### config.mk
export PLATFORM = sky130hd
export DESIGN_NAME = ts_record_packer
export DESIGN_NICKNAME = d
export VERILOG_FILES = /design/src/rtl/ts_record_packer.sv
export SDC_FILE = /design/constraint.sdc
export NUM_CORES = 2
export LEC_CHECK = 0
export CORE_MARGIN = 2
export CORE_UTILIZATION = 59
export DETAILED_ROUTE_END_ITERATION = 7
export HOLD_SLACK_MARGIN = 0.05
export PLACE_DENSITY = 0.76
export SYNTH_ARGS = -nofsm -noshare
export SYNTH_HDL_FRONTEND = slang
export SYNTH_SLANG_ARGS = --single-unit
### constraint.sdc
create_clock -name clk -period 8.6 [get_ports clk]
set_input_delay 1.29 -clock clk [delete_from_list [all_inputs] [get_ports clk]]
set_output_delay 1.29 -clock clk [all_outputs]
set_load 0.05 [all_outputs]
### src/rtl/ts_record_packer.sv
// Batches timestamp records and emits each batch as one big-endian framed byte packet.
// Define TS_RECORD_CHECKSUM_EN to append an XOR checksum byte after the last record.
module ts_record_packer #(
    parameter int ID_W         = 4,
    parameter int TS_W         = 64,
    parameter int RECS_PER_PKT = 4,
    parameter int TIMEOUT_CYC  = 1024
) (
    input  logic            clk,
    input  logic            rst_n,
    input  logic            in_valid,
    output logic            in_ready,
    input  logic [ID_W-1:0] in_id,
    input  logic [TS_W-1:0] in_start_ts,
    input  logic [TS_W-1:0] in_end_ts,
    input  logic [TS_W-1:0] in_delta,
    output logic [7:0]      m_data,
    output logic            m_valid,
    input  logic            m_ready,
    output logic            m_last,
    output logic [15:0]     pkt_count
);
    localparam int REC_BYTES = 1 + 3 * (TS_W / 8);
    localparam int REC_BITS  = 8 * REC_BYTES;
    localparam int CW        = $clog2(RECS_PER_PKT + 1);
    localparam int IW        = (RECS_PER_PKT > 1) ? $clog2(RECS_PER_PKT) : 1;
    localparam int BW        = $clog2(REC_BYTES);
    localparam logic [CW-1:0] FULL    = CW'(RECS_PER_PKT);
    localparam logic [31:0]   TO_LAST = 32'(TIMEOUT_CYC - 1);
    localparam logic [BW-1:0] LAST_B  = BW'(REC_BYTES - 1);

`ifdef TS_RECORD_CHECKSUM_EN
    typedef enum logic [1:0] {COLLECT = 2'd0, HDR = 2'd1, REC = 2'd2, TRL = 2'd3} state_t;
`else
    typedef enum logic [1:0] {COLLECT = 2'd0, HDR = 2'd1, REC = 2'd2} state_t;
`endif

    state_t              state_r;
    logic [CW-1:0]       count_r;
    logic [31:0]         timer_r;
    logic [7:0]          seq_r;
    logic [15:0]         pkt_count_r;
    logic                in_ready_r;
    logic                m_valid_r;
    logic                m_last_r;
    logic [7:0]          m_data_r;
    logic [1:0]          hidx_r;
    logic [IW-1:0]       ridx_r;
    logic [BW-1:0]       bcnt_r;
    logic [REC_BITS-1:0] sh_r;

    logic [ID_W-1:0] id_buf    [RECS_PER_PKT];
    logic [TS_W-1:0] start_buf [RECS_PER_PKT];
    logic [TS_W-1:0] end_buf   [RECS_PER_PKT];
    logic [TS_W-1:0] delta_buf [RECS_PER_PKT];

    logic                accept_s;
    logic [CW-1:0]       count_nxt_s;
    logic                last_rec_s;
    logic [IW-1:0]       load_idx_s;
    logic [REC_BITS-1:0] load_word_s;
    logic [7:0]          hdr_next_s;

    function automatic logic [REC_BITS-1:0] rec_word(input logic [IW-1:0] idx);
        return {8'(id_buf[idx]), start_buf[idx], end_buf[idx], delta_buf[idx]};
    endfunction

    assign accept_s    = in_valid && in_ready_r;
    assign count_nxt_s = count_r + CW'(accept_s);
    assign last_rec_s  = (ridx_r == IW'(count_r - CW'(1)));

    // Next header byte and the record word to load when a record starts
    always_comb begin
        hdr_next_s  = 8'h00;
        load_idx_s  = (state_r == REC) ? ridx_r + IW'(1) : '0;
        load_word_s = rec_word(load_idx_s);
        case (hidx_r)
            2'd0:    hdr_next_s = seq_r;
            2'd1:    hdr_next_s = 8'(count_r);
            default: hdr_next_s = 8'h00;
        endcase
    end

    // Record buffer, written in arrival order; stale entries are never read
    always_ff @(posedge clk) begin
        if (accept_s) begin
            id_buf[count_r[IW-1:0]]    <= in_id;
            start_buf[count_r[IW-1:0]] <= in_start_ts;
            end_buf[count_r[IW-1:0]]   <= in_end_ts;
            delta_buf[count_r[IW-1:0]] <= in_delta;
        end
    end

`ifdef TS_RECORD_CHECKSUM_EN
    logic [7:0] csum_r;

    // Running XOR of every byte handed downstream in the current packet
    always_ff @(posedge clk) begin
        if (!rst_n || state_r == COLLECT) begin
            csum_r <= 8'h00;
        end else if (m_valid_r && m_ready) begin
            csum_r <= csum_r ^ m_data_r;
        end
    end
`endif

    // Collect/flush sequencer; m_data always holds the byte currently offered
    always_ff @(posedge clk) begin
        if (!rst_n) begin
            state_r     <= COLLECT;
            count_r     <= '0;
            timer_r     <= 32'd0;
            seq_r       <= 8'h00;
            pkt_count_r <= 16'h0000;
            in_ready_r  <= 1'b0;
            m_valid_r   <= 1'b0;
            m_last_r    <= 1'b0;
            m_data_r    <= 8'h00;
            hidx_r      <= 2'd0;
            ridx_r      <= '0;
            bcnt_r      <= '0;
            sh_r        <= '0;
        end else begin
            case (state_r)
                COLLECT: begin
                    count_r <= count_nxt_s;
                    if (accept_s && count_r == '0) begin
                        timer_r <= 32'd0;
                    end else if (count_r != '0) begin
                        timer_r <= timer_r + 32'd1;
                    end
                    if (count_nxt_s == FULL || (count_r != '0 && timer_r == TO_LAST)) begin
                        state_r    <= HDR;
                        hidx_r     <= 2'd0;
                        m_valid_r  <= 1'b1;
                        m_data_r   <= 8'hA5;
                        m_last_r   <= 1'b0;
                        in_ready_r <= 1'b0;
                    end else begin
                        in_ready_r <= 1'b1;
                    end
                end
                HDR: begin
                    if (m_ready) begin
                        if (hidx_r != 2'd3) begin
                            hidx_r   <= hidx_r + 2'd1;
                            m_data_r <= hdr_next_s;
                        end else begin
                            state_r  <= REC;
                            ridx_r   <= '0;
                            bcnt_r   <= '0;
                            m_data_r <= load_word_s[REC_BITS-1 -: 8];
                            sh_r     <= load_word_s << 8;
                        end
                    end
                end
                REC: begin
                    if (m_ready) begin
                        if (bcnt_r != LAST_B) begin
                            bcnt_r   <= bcnt_r + BW'(1);
                            m_data_r <= sh_r[REC_BITS-1 -: 8];
                            sh_r     <= sh_r << 8;
`ifndef TS_RECORD_CHECKSUM_EN
                            m_last_r <= last_rec_s && (bcnt_r == LAST_B - BW'(1));
`endif
                        end else if (!last_rec_s) begin
                            ridx_r   <= ridx_r + IW'(1);
                            bcnt_r   <= '0;
                            m_data_r <= load_word_s[REC_BITS-1 -: 8];
                            sh_r     <= load_word_s << 8;
                        end else begin
`ifdef TS_RECORD_CHECKSUM_EN
                            state_r  <= TRL;
                            m_data_r <= csum_r ^ m_data_r;
                            m_last_r <= 1'b1;
`else
                            state_r     <= COLLECT;
                            m_valid_r   <= 1'b0;
                            m_last_r    <= 1'b0;
                            m_data_r    <= 8'h00;
                            seq_r       <= seq_r + 8'd1;
                            pkt_count_r <= pkt_count_r + 16'd1;
                            count_r     <= '0;
                            timer_r     <= 32'd0;
                            in_ready_r  <= 1'b1;
`endif
                        end
                    end
                end
`ifdef TS_RECORD_CHECKSUM_EN
                TRL: begin
                    if (m_ready) begin
                        state_r     <= COLLECT;
                        m_valid_r   <= 1'b0;
                        m_last_r    <= 1'b0;
                        m_data_r    <= 8'h00;
                        seq_r       <= seq_r + 8'd1;
                        pkt_count_r <= pkt_count_r + 16'd1;
                        count_r     <= '0;
                        timer_r     <= 32'd0;
                        in_ready_r  <= 1'b1;
                    end
                end
`endif
                default: begin
                    state_r <= COLLECT;
                end
            endcase
        end
    end

    assign in_ready  = in_ready_r;
    assign m_data    = m_data_r;
    assign m_valid   = m_valid_r;
    assign m_last    = m_last_r;
    assign pkt_count = pkt_count_r;
endmodule

# After elaboration in Yosys (flattened, before gate mapping)
# Memories as Yosys holds them, arrays and structs flattened.
# Cells that the tools add are included.
# W data, S select, Z words.
# totals
ff_bits,281
ramBits,784
input_bits,200
word_cells,133
mem_count,4
# mem_list
memory,depth,word_bits,rd,rd_ports_with_merged_regs,write_ports,line,source
delta_buf,4,64,1,0,1,55,logic [TS_W-1:0] delta_buf [RECS_PER_PKT];
end_buf,4,64,1,0,1,54,logic [TS_W-1:0] end_buf [RECS_PER_PKT];
start_buf,4,64,1,0,1,53,logic [TS_W-1:0] start_buf [RECS_PER_PKT];
id_buf,4,4,1,0,1,52,logic [ID_W-1:0] id_buf [RECS_PER_PKT];
# op_classes
addsub,8
n_eq_ne,20
muxes,64
n_bitwise,1
n_reduce_logical,23
# ops
operator,count
$mux W200,5
$pmux W200 S2,1
$mux W32,5
$pmux W32 S2,1
$mux W8,5
$add A32 B1 Y32 const B,1
$eq A32 B10 Y1 const B,1
$mux W2,15
$mux W5,5
$pmux W8 S3,1
$reduce_and A4 Y1,5
$ne A2 B2 Y1 const B,9
$add A16 B1 Y16 const B,1
$pmux W8 S2,1
$reduce_and A5 Y1,3
$mux W1,13
$reduce_and A6 Y1,2
$pmux W5 S2,1
$mux W3,3
$add A8 B1 Y8 const B,1
$pmux W2 S2,2
$ne A3 B2 Y1 const B,2
$pmux W1 S2,3
$pmux W2 S3,1
other kinds (20),29

# Longest topological paths before layout
# An unclocked memory read counts as a cell.
# logic_depth
word_depth,7
mapped_depth,11
ltp_nobuf,10

# Worst setup path after synthesis
# Ideal clock, no wire load.
# synth_path
path_kind,input to register
from,in in_valid
to,"mem delta_buf[0][0], enable pin"
setup_ns,0.582
arrival_time_ns,5.821
required_time_ns,8.018
path_slack_ns,2.198
stages,1
n_path_buf,0
path_cell_list,and3_1
# synth_between
elab_chain_cells,3
# synth_rtl
element,line,source
start: declaration,11,"input logic in_valid,"
$logic_and A1 B1 Y1,68,assign accept_s = in_valid && in_ready_r;
$mux W1,86,if (accept_s) begin
$mux W1 (not written as such),90,delta_buf[count_r[IW-1:0]] <= in_delta;
end: declaration,55,
# Every way passes these cells.

# Worst setup path in the final report
# layout_path
from,reg state_r[0]
to,reg m_data_r[2] (netlist: m_data[2])
# layout_between
elab_chain_cells,7
# layout_rtl
element,line,source
start: declaration,38,state_t state_r;
start signal: assignment,110,state_r <= COLLECT;
start signal: assignment,133,state_r <= HDR;
start signal: assignment,149,state_r <= REC;
$eq A2 B2 Y1,"75, 124",
$mux W2,75,load_idx_s = (state_r == REC) ? ridx_r + IW'(1) : '0;
$mem_v2 Z4 W4,-,
$mux W4,166,end else if (!last_rec_s) begin
$mux W8,159,if (bcnt_r != LAST_B) begin
$mux W8,158,if (m_ready) begin
$pmux W8 S3,124,case (state_r)
end signal: assignment,152,m_data_r <= load_word_s[REC_BITS-1 -: 8];
end signal: assignment,161,m_data_r <= sh_r[REC_BITS-1 -: 8];
end signal: assignment,169,m_data_r <= load_word_s[REC_BITS-1 -: 8];
end: declaration,46,logic [7:0] m_data_r;
# Parallel ways exist; a longest one is shown, timed or not. The select of a mux whose other input is x is not followed.
# A chain may end at the register's enable or synchronous reset.

==> results.md <==
Status:
- The flow ran to the end, and the final reports show no timing, DRC or antenna violations.

Logic synthesis:
- The average cell area after synthesis is 15.88 µm².
- The number of nets in the synthesized netlist is 2795.
- The largest total area in the synthesized netlist belongs to sky130_fd_sc_hd__edfxtp_1.
- The count of state elements after synthesis is 1057.
- The synthesized design devotes to its leading area cell type 57.50% of total area.
- The share of the Yosys chip area taken by registers is 70.84%.
- In the synthesized netlist the async set-or-reset flop fraction comes to 0%.
- The post-synthesis instance area is 40950 µm².
- The post-synthesis cell type count is 54.
- The number of standard cells after synthesis is 2578.
- For this run, the number of Yosys warnings is 0.
- Among all flip-flop cells after synthesis, the most frequent one is sky130_fd_sc_hd__edfxtp_1.
- The count of flip-flops with a built-in enable after synthesis is 784.
- By area the synthesized netlist is led by sky130_fd_sc_hd__edfxtp_1 (57%), sky130_fd_sc_hd__dfxtp_1 (13%), sky130_fd_sc_hd__mux4_2 (11%), sky130_fd_sc_hd__o211a_1 (4.5%), sky130_fd_sc_hd__nand2_1 (3.8%).

Clocking:
- After clock tree synthesis, the clock-pin slew on the worst setup and hold paths is 0.06 ns.
- The number of hold buffers added after CTS was 0.
- The clock drives 1057 sinks.
- Buffers added to address setup during post-CTS repair amount to 0.
- The post-cts repair resize count is 0.
- TritonCTS built the clock tree.
- The maximum buffer depth of the clock tree is 3.
- Clock latency on the worst-skew pair, taken at its later pin, is 0.67 ns.
- The number of buffers added by the clock tree synthesis step is 104.
- The CTS root buffer is sky130_fd_sc_hd__clkbuf_16.
- The H-tree was split into 3 levels.

Placement:
- Summed over all nets, the half-perimeter wirelength after detailed placement is 49050 µm.
- The placed standard-cell area is 43980 µm².
- The final RePlAce weighted congestion is 0.8244.
- The count of buffers added on input and output ports is 226.
- Including well taps, the total number of placed cells is 3588.

GRT:
- The highest-utilization routing layer at the global route stage is met2.
- The first global-routing pass estimated 133500 µm of wire.
- Entering global routing, the biggest net connects 218 pins.
- The routing usage on met3 is 3.898%.
- The leftover overflow at the end of global routing is 0.
- Global routing consumed, on the met2 layer, 40.89% of the routing resources.
- The number of antenna violations at the first check in global routing is 9.
- In the global route stage, overall resource usage came out at 24.31%.
- The via count of the first global-routing pass came to 23780.
- Global routing consumed, on the met1 layer, 33.05% of the routing resources.

Cells and area:
- From synthesis to final layout, the design area changed by 16.05%.
- The multi-input combinational cell area is 11220 µm².
- Cells with a size suffix above 1 make up 14.15% of the layout.
- The top cell types in the final layout, fill and taps aside, are sky130_fd_sc_hd__edfxtp_1 (784), sky130_fd_sc_hd__nand2_1 (416), sky130_fd_sc_hd__dfxtp_1 (273).
- At the end of the flow, the number of nets in the layout was 2980.
- The post-route standard cell area excluding fillers is 47520 µm².
- The most common cell after layout, fill and taps aside is sky130_fd_sc_hd__edfxtp_1.
- Registers take 29010 µm².
- After filler insertion, the fill cell instance count of the layout stands at 4506.
- After the flow finishes, the layout carries non-filler instances totaling 3793.

Worst setup path:
- Walking the worst path, the cells encountered are inv_1 > ha_1 > and2_4 > buf_4 > mux4_2 > a222oi_1 > inv_1 > o221a_2.
- The most frequent cell on the critical path is sky130_fd_sc_hd__inv_1.
- The critical path starts at state_r[0].
- The endpoint identified for the worst register-to-register timing path is m_data[2].
- In this run the worst path has a maximum fanout of 68.
- Across all register-to-register paths, the minimum setup slack is 4.37 ns.
- The endpoint required time on the critical path is 9.15 ns.
- The worst register-to-register path begins at state_r[0].
- The critical path in this run is classified as flip-flop to flip-flop.
- The peak per-stage delay on the critical path is 0.94 ns.
- STA classifies the critical path endpoint as a flip-flop.
- The destination of the critical timing path is m_data[2].
- For the worst setup path, the data arrival time is 4.78 ns.
- The highest-delay cell along the critical path is sky130_fd_sc_hd__buf_4.
- Counting cells, the worst reg-to-reg path comes to 8.
- STA classifies the critical path startpoint as a flip-flop.

Route:
- The first detailed-routing pass ran for 7 iterations.
- The detail route stage leaves a number of antenna-violating nets equal to 0.
- The wire length per cell is 22.58 µm.
- The total length of routed wires is 85650 µm.
- The detail-routed via count per cell is 6.111.
- The DRC marker count from the first detailed-route iteration is 2086.
- The routed layout has 23180 vias.
- For this run, design rule violations remaining after detail routing come to 0.

Floorplan:
- The die covers 71520 µm².
- The die outline height is 267.4 µm.
- Measured along the x axis, the die boundary spans 267.4 µm.
- The core footprint is 68710 µm².
- The initial utilization of the core area, before any placement, comes to 59.60%.
- The I/O pin total is 227.
- The number of placement rows is 96.

Power:
- In this run the power density over the cells is 242.1 nW/µm².
- Across the VDD grid, the largest voltage drop is 0.1724 mV.
- The standby leakage power is 17.85 nW.

STA:
- The final worst-path cycle share is 49.22%.
- Based on the critical path, the design can be clocked at up to 236.3 MHz.
- The number of hold violations in the final report is 0.
- The final total negative setup slack is 0 ns.
- The relative slew slack is 21.53%.
- Setup repair after global routing left no endpoint under its margin.
- Setup violations remaining at the end of the flow were counted as 0.
- The clock period minus worst slack is 4.233 ns.
- The worst setup skew after layout is 0.02212 ns.
- The transition time at the pin with the least slew margin is 1.177 ns.
- The number of max-slew violations in the final report is 0.

Min path:
- The type of the tightest min-delay check is flip-flop to flip-flop.

Run:
- Across the run, the number of max-cap violations was 0.
[cells by family (layout without fill, tap and decap cells)]
logic type / count (synthesis) / in the layout / synth area share (%)
compound gates: 278 / 278 / 6.105
xor+xnor: 46 / 46 / 0.9839
fa+ha+maj: 17 / 17 / 0.5195
buf+inv: 190 / 467 / 1.876
flops: 1057 / 1057 / 70.84
mux: 198 / 198 / 10.83
other cells: 0 / 7 / 0
simple gates: 792 / 792 / 8.843
[routing by layer]
metal | wire (µm) | share of wire (%)
met5 | 39 | 0.046
met4 | 1833 | 2.1
met3 | 5778 | 6.7
met2 | 42970 | 50
met1 | 35030 | 41
[worst min-delay path by stage]
stage | startpoint | endpoint | slack (ns) | cells past startpoint
after detailed placement | m_data[3] | m_data[3] | 0.47 | 2
after floorplan | sh_r[10] | sh_r[10] | 0.44 | 2
final | m_data[3] | m_data[3] | 0.48 | 2
after global placement | sh_r[9] | sh_r[9] | 0.46 | 2
after CTS | m_data[3] | m_data[3] | 0.48 | 2
after global routing | sh_r[106] | sh_r[106] | 0.51 | 1
[stage by stage]
| step | total power [mW] | worst slack, ns | hold WS (ns) | util, % |
|---|---|---|---|---|
| 2_1_floorplan | 6.672 | 2.198 | 0.4437 | - |
| 3_3_place_gp | 6.939 | 4.228 | 0.4604 | 64.01 |
| 3_5_place_dp | 6.990 | 4.113 | 0.4702 | 64.01 |
| 4_1_cts | 11.57 | 4.368 | 0.4785 | 69.13 |
| 5_1_grt | 11.88 | 4.174 | 0.5080 | 69.15 |
| 6_report | 11.50 | 4.367 | 0.4763 | 69.16 |
[registers in the layout, indices dropped and copies added (netlist names), 3 cells and up]
signal and count:
pkt_count 16, id_buf 16, seq_r 8, delta_buf 256, start_buf 256, timer_r 32, bcnt_r 5, count_r 3
m_data 8, sh_r 192, end_buf 256
[where the power goes]
group          total, mW  leakage [nW]  switching [mW]  internal [mW]
registers           5.99          9.33           0.153           5.84
logic              0.905          6.79           0.506          0.399
clock network       4.61          1.73            1.89           2.72
total               11.5          17.8            2.55           8.95
[worst max-delay path: cells and delay by family, from the launching register on]
kind            cells  cell delay, ns
compound gates      2            0.58
fa+ha+maj           1            0.58
buf+inv             3            1.09
flops               1            0.33
mux                 1            0.62
simple gates        1            0.81
[Yosys cell counts, drive strengths merged (19+ instances only)]
cell and number:
o21ai 21, a21oi 20, o211a 185, inv 19, edfxtp 784, xnor2 26, mux4 196, buf 47
and2 29, xor2 20, nand2 417, clkbuf 124, dfxtp 273, nand4 24, nor2 32, nand3 214
[cell type report]
class                   instances  area share (%)
diodes                          7         0.03686
clock buffers                 138           6.046
clock inverters                60           1.369
inverters                      19          0.1501
multi-input cells            1331           23.62
flip-flops and latches       1057           61.05
well taps                     931           2.451
repair buffers                250           5.280
Power figures use the tool's default switching activity.
